[src/rtl/alu_pkg.sv]
// Shared ALU definitions: operand width, opcode encoding and the illegal-opcode test.
package alu_pkg;

  localparam int unsigned XLEN = 32;

  typedef enum logic [3:0] {
    AluAdd  = 4'h0,
    AluSll,
    AluSlt,
    AluSltu,
    AluXor,
    AluSrl,
    AluOr,
    AluAnd,
    AluSub,
    AluNeq,
    AluEq,
    AluGe,
    AluGeu,
    AluSra
  } alu_op_e;

  function automatic logic is_illegal_op(logic [3:0] sel);
    return sel >= 4'hE;
  endfunction

endpackage

[src/rtl/alu.sv]
// Single-cycle combinational ALU; opcodes 0xE/0xF produce 0.
module alu import alu_pkg::*; (
  input  logic            clk,
  input  logic            rst_n,
  input  logic [3:0]      sel,
  input  logic [XLEN-1:0] dataA,
  input  logic [XLEN-1:0] dataB,
  output logic [XLEN-1:0] dataD
);

  // Clock and reset exist for port compatibility only; the datapath is stateless.
  logic unused_clk_rst;
  assign unused_clk_rst = clk ^ rst_n;

  logic [4:0] shamt;
  assign shamt = dataB[4:0];

  always_comb begin
    dataD = '0;
    case (sel)
      AluAdd:  dataD = dataA + dataB;
      AluSll:  dataD = dataA << shamt;
      AluSlt:  dataD = {31'b0, $signed(dataA) < $signed(dataB)};
      AluSltu: dataD = {31'b0, dataA < dataB};
      AluXor:  dataD = dataA ^ dataB;
      AluSrl:  dataD = dataA >> shamt;
      AluOr:   dataD = dataA | dataB;
      AluAnd:  dataD = dataA & dataB;
      AluSub:  dataD = dataA - dataB;
      AluNeq:  dataD = {31'b0, dataA != dataB};
      AluEq:   dataD = {31'b0, dataA == dataB};
      AluGe:   dataD = {31'b0, $signed(dataA) >= $signed(dataB)};
      AluGeu:  dataD = {31'b0, dataA >= dataB};
      AluSra:  dataD = $signed(dataA) >>> shamt;
      default: dataD = '0;
    endcase
  end

endmodule

[src/rtl/rr_arbiter.sv]
// Combinational round-robin arbiter: first requester at or above ptr, wrapping to 0.
module rr_arbiter #(
  parameter  int unsigned NUM_REQ = 3,
  localparam int unsigned ID_W    = $clog2(NUM_REQ)
) (
  input  logic [NUM_REQ-1:0] req,
  input  logic [ID_W-1:0]    ptr,
  output logic [NUM_REQ-1:0] gnt,
  output logic [ID_W-1:0]    idx
);

  logic found;

  // Pass one covers [ptr, NUM_REQ), pass two the wrapped range [0, ptr).
  always_comb begin
    gnt   = '0;
    idx   = '0;
    found = 1'b0;
    for (int i = 0; i < int'(NUM_REQ); i++) begin
      if (!found && req[i] && (ID_W'(i) >= ptr)) begin
        found = 1'b1;
        idx   = ID_W'(i);
      end
    end
    for (int i = 0; i < int'(NUM_REQ); i++) begin
      if (!found && req[i]) begin
        found = 1'b1;
        idx   = ID_W'(i);
      end
    end
    if (found) gnt[idx] = 1'b1;
  end

endmodule

[src/rtl/alu_arbiter.sv]
// Round-robin sharing of one ALU between NUM_REQ requesters with a registered result.
// Define ALU_ARB_ILLEGAL_OP_EN to flag opcodes 0xE/0xF on rsp_err.
module alu_arbiter import alu_pkg::*; #(
  parameter  int unsigned NUM_REQ = 3,
  localparam int unsigned ID_W    = $clog2(NUM_REQ)
) (
  input  logic                    clk,
  input  logic                    rst_n,
  input  logic [NUM_REQ-1:0]      req_valid,
  output logic [NUM_REQ-1:0]      req_ready,
  input  logic [NUM_REQ*XLEN-1:0] req_a,
  input  logic [NUM_REQ*XLEN-1:0] req_b,
  input  logic [NUM_REQ*4-1:0]    req_sel,
  output logic                    rsp_valid,
  input  logic                    rsp_ready,
  output logic [ID_W-1:0]         rsp_id,
  output logic [XLEN-1:0]         rsp_data,
  output logic                    rsp_err
);

  logic [ID_W-1:0]    ptr_q, ptr_d, win_idx;
  logic [NUM_REQ-1:0] gnt;
  logic               can_issue, accept;
  logic [XLEN-1:0]    op_a, op_b, alu_res, res_d;
  logic [3:0]         op_sel;

  rr_arbiter #(.NUM_REQ(NUM_REQ)) u_rr (
    .req(req_valid),
    .ptr(ptr_q),
    .gnt(gnt),
    .idx(win_idx)
  );

  // rst_n gates issue so req_ready reads 0 while reset is held.
  assign can_issue = rst_n && (!rsp_valid || rsp_ready);
  assign req_ready = can_issue ? gnt : '0;
  assign accept    = |req_ready;
  assign ptr_d     = (win_idx == ID_W'(NUM_REQ - 1)) ? '0 : win_idx + 1'b1;

  always_comb begin
    op_a   = '0;
    op_b   = '0;
    op_sel = '0;
    for (int i = 0; i < int'(NUM_REQ); i++) begin
      if (win_idx == ID_W'(i)) begin
        op_a   = req_a[i*XLEN +: XLEN];
        op_b   = req_b[i*XLEN +: XLEN];
        op_sel = req_sel[i*4 +: 4];
      end
    end
  end

  alu u_alu (
    .clk(clk),
    .rst_n(rst_n),
    .sel(op_sel),
    .dataA(op_a),
    .dataB(op_b),
    .dataD(alu_res)
  );

`ifdef ALU_ARB_ILLEGAL_OP_EN
  assign res_d = is_illegal_op(op_sel) ? '0 : alu_res;

  always_ff @(posedge clk or negedge rst_n) begin
    if (!rst_n) begin
      rsp_err <= 1'b0;
    end else if (accept) begin
      rsp_err <= is_illegal_op(op_sel);
    end
  end
`else
  assign res_d   = alu_res;
  assign rsp_err = 1'b0;
`endif

  always_ff @(posedge clk or negedge rst_n) begin
    if (!rst_n) begin
      rsp_valid <= 1'b0;
      rsp_id    <= '0;
      rsp_data  <= '0;
      ptr_q     <= '0;
    end else if (accept) begin
      rsp_valid <= 1'b1;
      rsp_id    <= win_idx;
      rsp_data  <= res_d;
      ptr_q     <= ptr_d;
    end else if (rsp_ready) begin
      rsp_valid <= 1'b0;
    end
  end

`ifndef SYNTHESIS
  for (genvar i = 0; i < NUM_REQ; i++) begin : g_hold_chk
    assert property (@(posedge clk) disable iff (!rst_n)
      (req_valid[i] && !req_ready[i]) |=> (req_valid[i] &&
        $stable(req_a[i*XLEN +: XLEN]) && $stable(req_b[i*XLEN +: XLEN]) &&
        $stable(req_sel[i*4 +: 4])));
  end
`endif

endmodule
[config.mk]
export PLATFORM = sky130hd
export DESIGN_NAME = alu_arbiter
export DESIGN_NICKNAME = d
export VERILOG_FILES = /design/src/rtl/alu_pkg.sv /design/src/rtl/alu.sv /design/src/rtl/rr_arbiter.sv /design/src/rtl/alu_arbiter.sv
export SDC_FILE = /design/constraint.sdc
export NUM_CORES = 1
export LEC_CHECK = 0
export ABC_AREA = 0
export ABC_CLOCK_PERIOD_IN_PS = 4750
export CORE_ASPECT_RATIO = 0.75
export CORE_MARGIN = 1
export CORE_UTILIZATION = 30
export DETAILED_ROUTE_END_ITERATION = 7
export PLACE_DENSITY_LB_ADDON = 0.2
export SYNTH_ARGS = -nofsm -noshare
export SYNTH_HDL_FRONTEND = slang
export SYNTH_SLANG_ARGS = --single-unit
[constraint.sdc]
create_clock -name clk -period 4.75 [get_ports clk]
set_clock_uncertainty 0.2 [all_clocks]
set_input_delay 0.95 -clock clk [delete_from_list [all_inputs] [get_ports clk]]
set_output_delay 0.95 -clock clk [all_outputs]
set_load 0.005 [all_outputs]
==> results of run 1 <==
-- power groups by stage --
stage / clock network, µW / logic [µW] / registers (µW)
after floorplan: 0 / 3590 / 499
after global placement: 0 / 7370 / 550
after detailed placement: 0 / 7390 / 550
after CTS: 406 / 7830 / 547
after global routing: 414 / 8820 / 560
final: 406 / 8410 / 557
-- synth_stat cells (12+ instances only) --
cell type and instances:
nor3_1 38, xnor2_1 20, mux2_2 14, dfrtp_1 37, a21o_1 22, nand3_1 42
a221oi_1 24, a21oi_1 142, a22oi_1 38, a31oi_1 29, buf_2 47, and2_1 38
o21a_1 13, clkbuf_1 86, o21ai_0 106, nand4_1 23, nand2_1 209, o211ai_1 33
buf_6 12, a41oi_1 15, a211oi_1 36, a32oi_1 35, nand2b_1 12, o22ai_1 30
inv_1 114, nor2_1 150, o311ai_0 27, nor4_1 14, o21bai_1 15, mux2i_1 108
ha_1 97
-- cells by family after synthesis --
family / count (synthesis) / synth area share
compound gates: 716 / 0.401
simple gates: 581 / 0.214
buf+inv: 289 / 0.102
mux: 123 / 0.0976
fa+ha+maj: 99 / 0.0977
flops: 37 / 0.0721
xor+xnor: 23 / 0.0157
other cells: 1 / 0.000292
-- routing by layer --
layer,GRT usage,vias to the layer above,part of all wire
li1,-,8710,-
met1,0.531,9428,0.44
met2,0.534,1179,0.41
met3,0.0802,174,0.11
met4,0.132,2,0.043
met5,0,-,0.00011
-- stage by stage --
step / hold slack, ns / std cells / TNS (ns)
after floorplan: 0.273 / 1869 / -2.37
after global placement: 0.264 / 3172 / -25.03
after detailed placement: 0.265 / 3172 / -25.96
after CTS: 0.280 / 3212 / -0.414
after global routing: 0.294 / 3240 / -1.47
final: 0.280 / 3241 / -0.140
-- registers in the layout, summed over array words and instances, names as in the netlist --
| name | cells |
|---|---|
| rsp_data | 32 |
| rsp_valid | 1 |
| ptr_q | 2 |
| rsp_id | 2 |
-- layout make-up --
class | count | area [µm²] | area share
diodes | 1 | 2.50 | 0.000111
clock buffers | 5 | 125 | 0.00554
clock inverters | 3 | 21.3 | 0.000942
inverters | 120 | 464 | 0.0206
multi-input cells | 1543 | 11900 | 0.527
flip-flops and latches | 37 | 927 | 0.0411
well taps | 569 | 712 | 0.0315
repair buffers | 963 | 8430 | 0.373
-- how the worst min path moves through the flow --
stage,cells past startpoint,slack [ns],from,end
6_report,1,0.28,rsp_id[1]$_DFFE_PN0P_,rsp_id[1]$_DFFE_PN0P_
5_1_grt,1,0.29,rsp_id[1]$_DFFE_PN0P_,rsp_id[1]$_DFFE_PN0P_
4_1_cts,1,0.28,rsp_id[1]$_DFFE_PN0P_,rsp_id[1]$_DFFE_PN0P_
3_5_place_dp,1,0.26,rsp_id[1]$_DFFE_PN0P_,rsp_id[1]$_DFFE_PN0P_
3_3_place_gp,1,0.26,rsp_id[1]$_DFFE_PN0P_,rsp_id[1]$_DFFE_PN0P_
2_1_floorplan,2,0.27,rsp_data[7]$_DFFE_PN0P_,rsp_data[7]$_DFFE_PN0P_
-- repair_timing --
item	4_1_cts	5_1_grt
pin swaps	79	68
endpoints found under the setup margin	32	27
cloned	1	2
gates resized for setup	152	92
buffers inserted	34	29
==> results.ini, run 1 <==
[logic_synthesis]
ys_seq_area_frac = 0.0721
synth_top_area_cell = ha_1
ys_top_cells_by_area = ha_1 (9.5%), mux2i_1 (8.4%), dfrtp_1 (7.2%), nand2_1 (6.1%), a21oi_1 (5.5%)
async_flop_share = 1.00
synth_edf_count = 0
synth_warnings = 0
syn_avg_cell_area_um2 = 6.87
synth_area_um2 = 12800
synth_top_area_share = 0.0946
synth_seq_cells = 37
ys.flop_type = dfrtp_1
postSynthCellCount = 1869
syn-num-nets = 2178
synth_cell_types = 95

[detailed_routing]
vias_per_cell = 6.01
dr_total_vias = 19500
dr.pass1.iters = 6
drtIter0Drc = 2632
wl_per_cell_um = 25.7
drc = 0
wl_um = 83400
ant_nets = 0

[clock_tree]
clock_sinks = 37
cts_buffers = 5
cts_root_buffer = clkbuf_16
clockBufferDepth = 2
clk-insertion-delay-late_ns = 0.32
path_clk_slew_ns = 0.08
cts_hold_buf = 0
cts_max_level = 2
tritoncts = yes

[floorplan]
ioPinCount = 249
start_util = 0.305
dieArea_um2 = 43600
die_width_um = 241
die_height_um = 181
core_area_um2 = 42100
num_rows = 65

[worst_setup_path]
reg2reg_depth = 17
cp.required_ns = 4.75
r2r-end = rsp_data[30]$_DFFE_PN0P_
path_class = in2reg
crit_buf_inv = 3
max_stage_delay_ns = 0.41
path_depth = 18
crit_path_cell_trace = buf_8 -> buf_6 -> nand3b_1 -> buf_6 -> a32o_2 -> a311o_2 -> ha_4 -> fa_2 -> a21oi_2 -> o21bai_1 -> a31o_2 -> a221oi_4 -> o21a_2 -> o41ai_4 -> a31oi_1 -> mux2_2 -> nor4bb_2 -> o21ai_1
cp-end-kind = register
endpoint = rsp_data[30]$_DFFE_PN0P_
cp_common_cell = buf_6
r2r_start = ptr_q[1]$_DFFE_PN0P_
cpLargestDelayFamily = compound AO/OA/AOI/OAI gates
start_kind = primary input
slowest_stage = a311o_2
startpoint = req_valid[2]
rrSetupSlack_ns = -0.02
crit_fanout = 4
cp.arrival_ns = 4.88

[grt]
grt_pass1_vias = 18100
grt_remaining_overflow = 0
grt_pass1_wl_um = 120000
grtUsageTotal = 0.370
grt_max_degree = 74
antenna_found_initial = 2

[power_and_ir_drop]
finalPower_uw = 9380
leakage_uw = 0.00994
pwr-share-clk = 0.043
p_per_area_nw_per_um2 = 415
ir_worst_vdd_uv = 194
internal_power_uw = 4540
combinationalPowerShare = 0.897
p_seq_frac = 0.059
p_switching_uw = 4840
p_sw_frac = 0.516

[timing]
relSlewSlack = 0.406
finalHoldViolations = 0
setup_viol = 2
fmax_mhz = 205
rsz0062_at_grt = true
setup_ws_ns = -0.122
min_period_ns = 4.87
drv_slew = 0
fin_crit_sh = 1.03
tightest_slew_ns = 0.890

[cells_and_area]
final_common_cell = buf_4
fillers = 4106
fin_nets = 2979
final_cell_mix = buf_4 (652), clkdlybuf4s50_1 (242), nand2_1 (203)
post-route-cell-area_um2 = 22600
drive_gt1_frac = 0.350
post-route-util = 0.536
area_delta_synth_final_pct = 76.0

[placed_design]
post-dp-hpwl_um = 67600
dpl_cell_area_um2 = 20700
dp_slack_ns = -1.11
gp_congestion = 1.11
port_buffers = 247

[worst_hold_path]
hp-class = reg2reg

[status]
violations = setup timing
outcome = finished, violations left

[run]
maxCapViolations = 0

No activity file was read; power rests on OpenSTA's default activity.
==> inputs of run 2 (changes only) <==
- ABC_CLOCK_PERIOD_IN_PS: 4750 -> not set
==> results of run 2 <==
Final layout, timing and power as in run 1 (identical DEF).
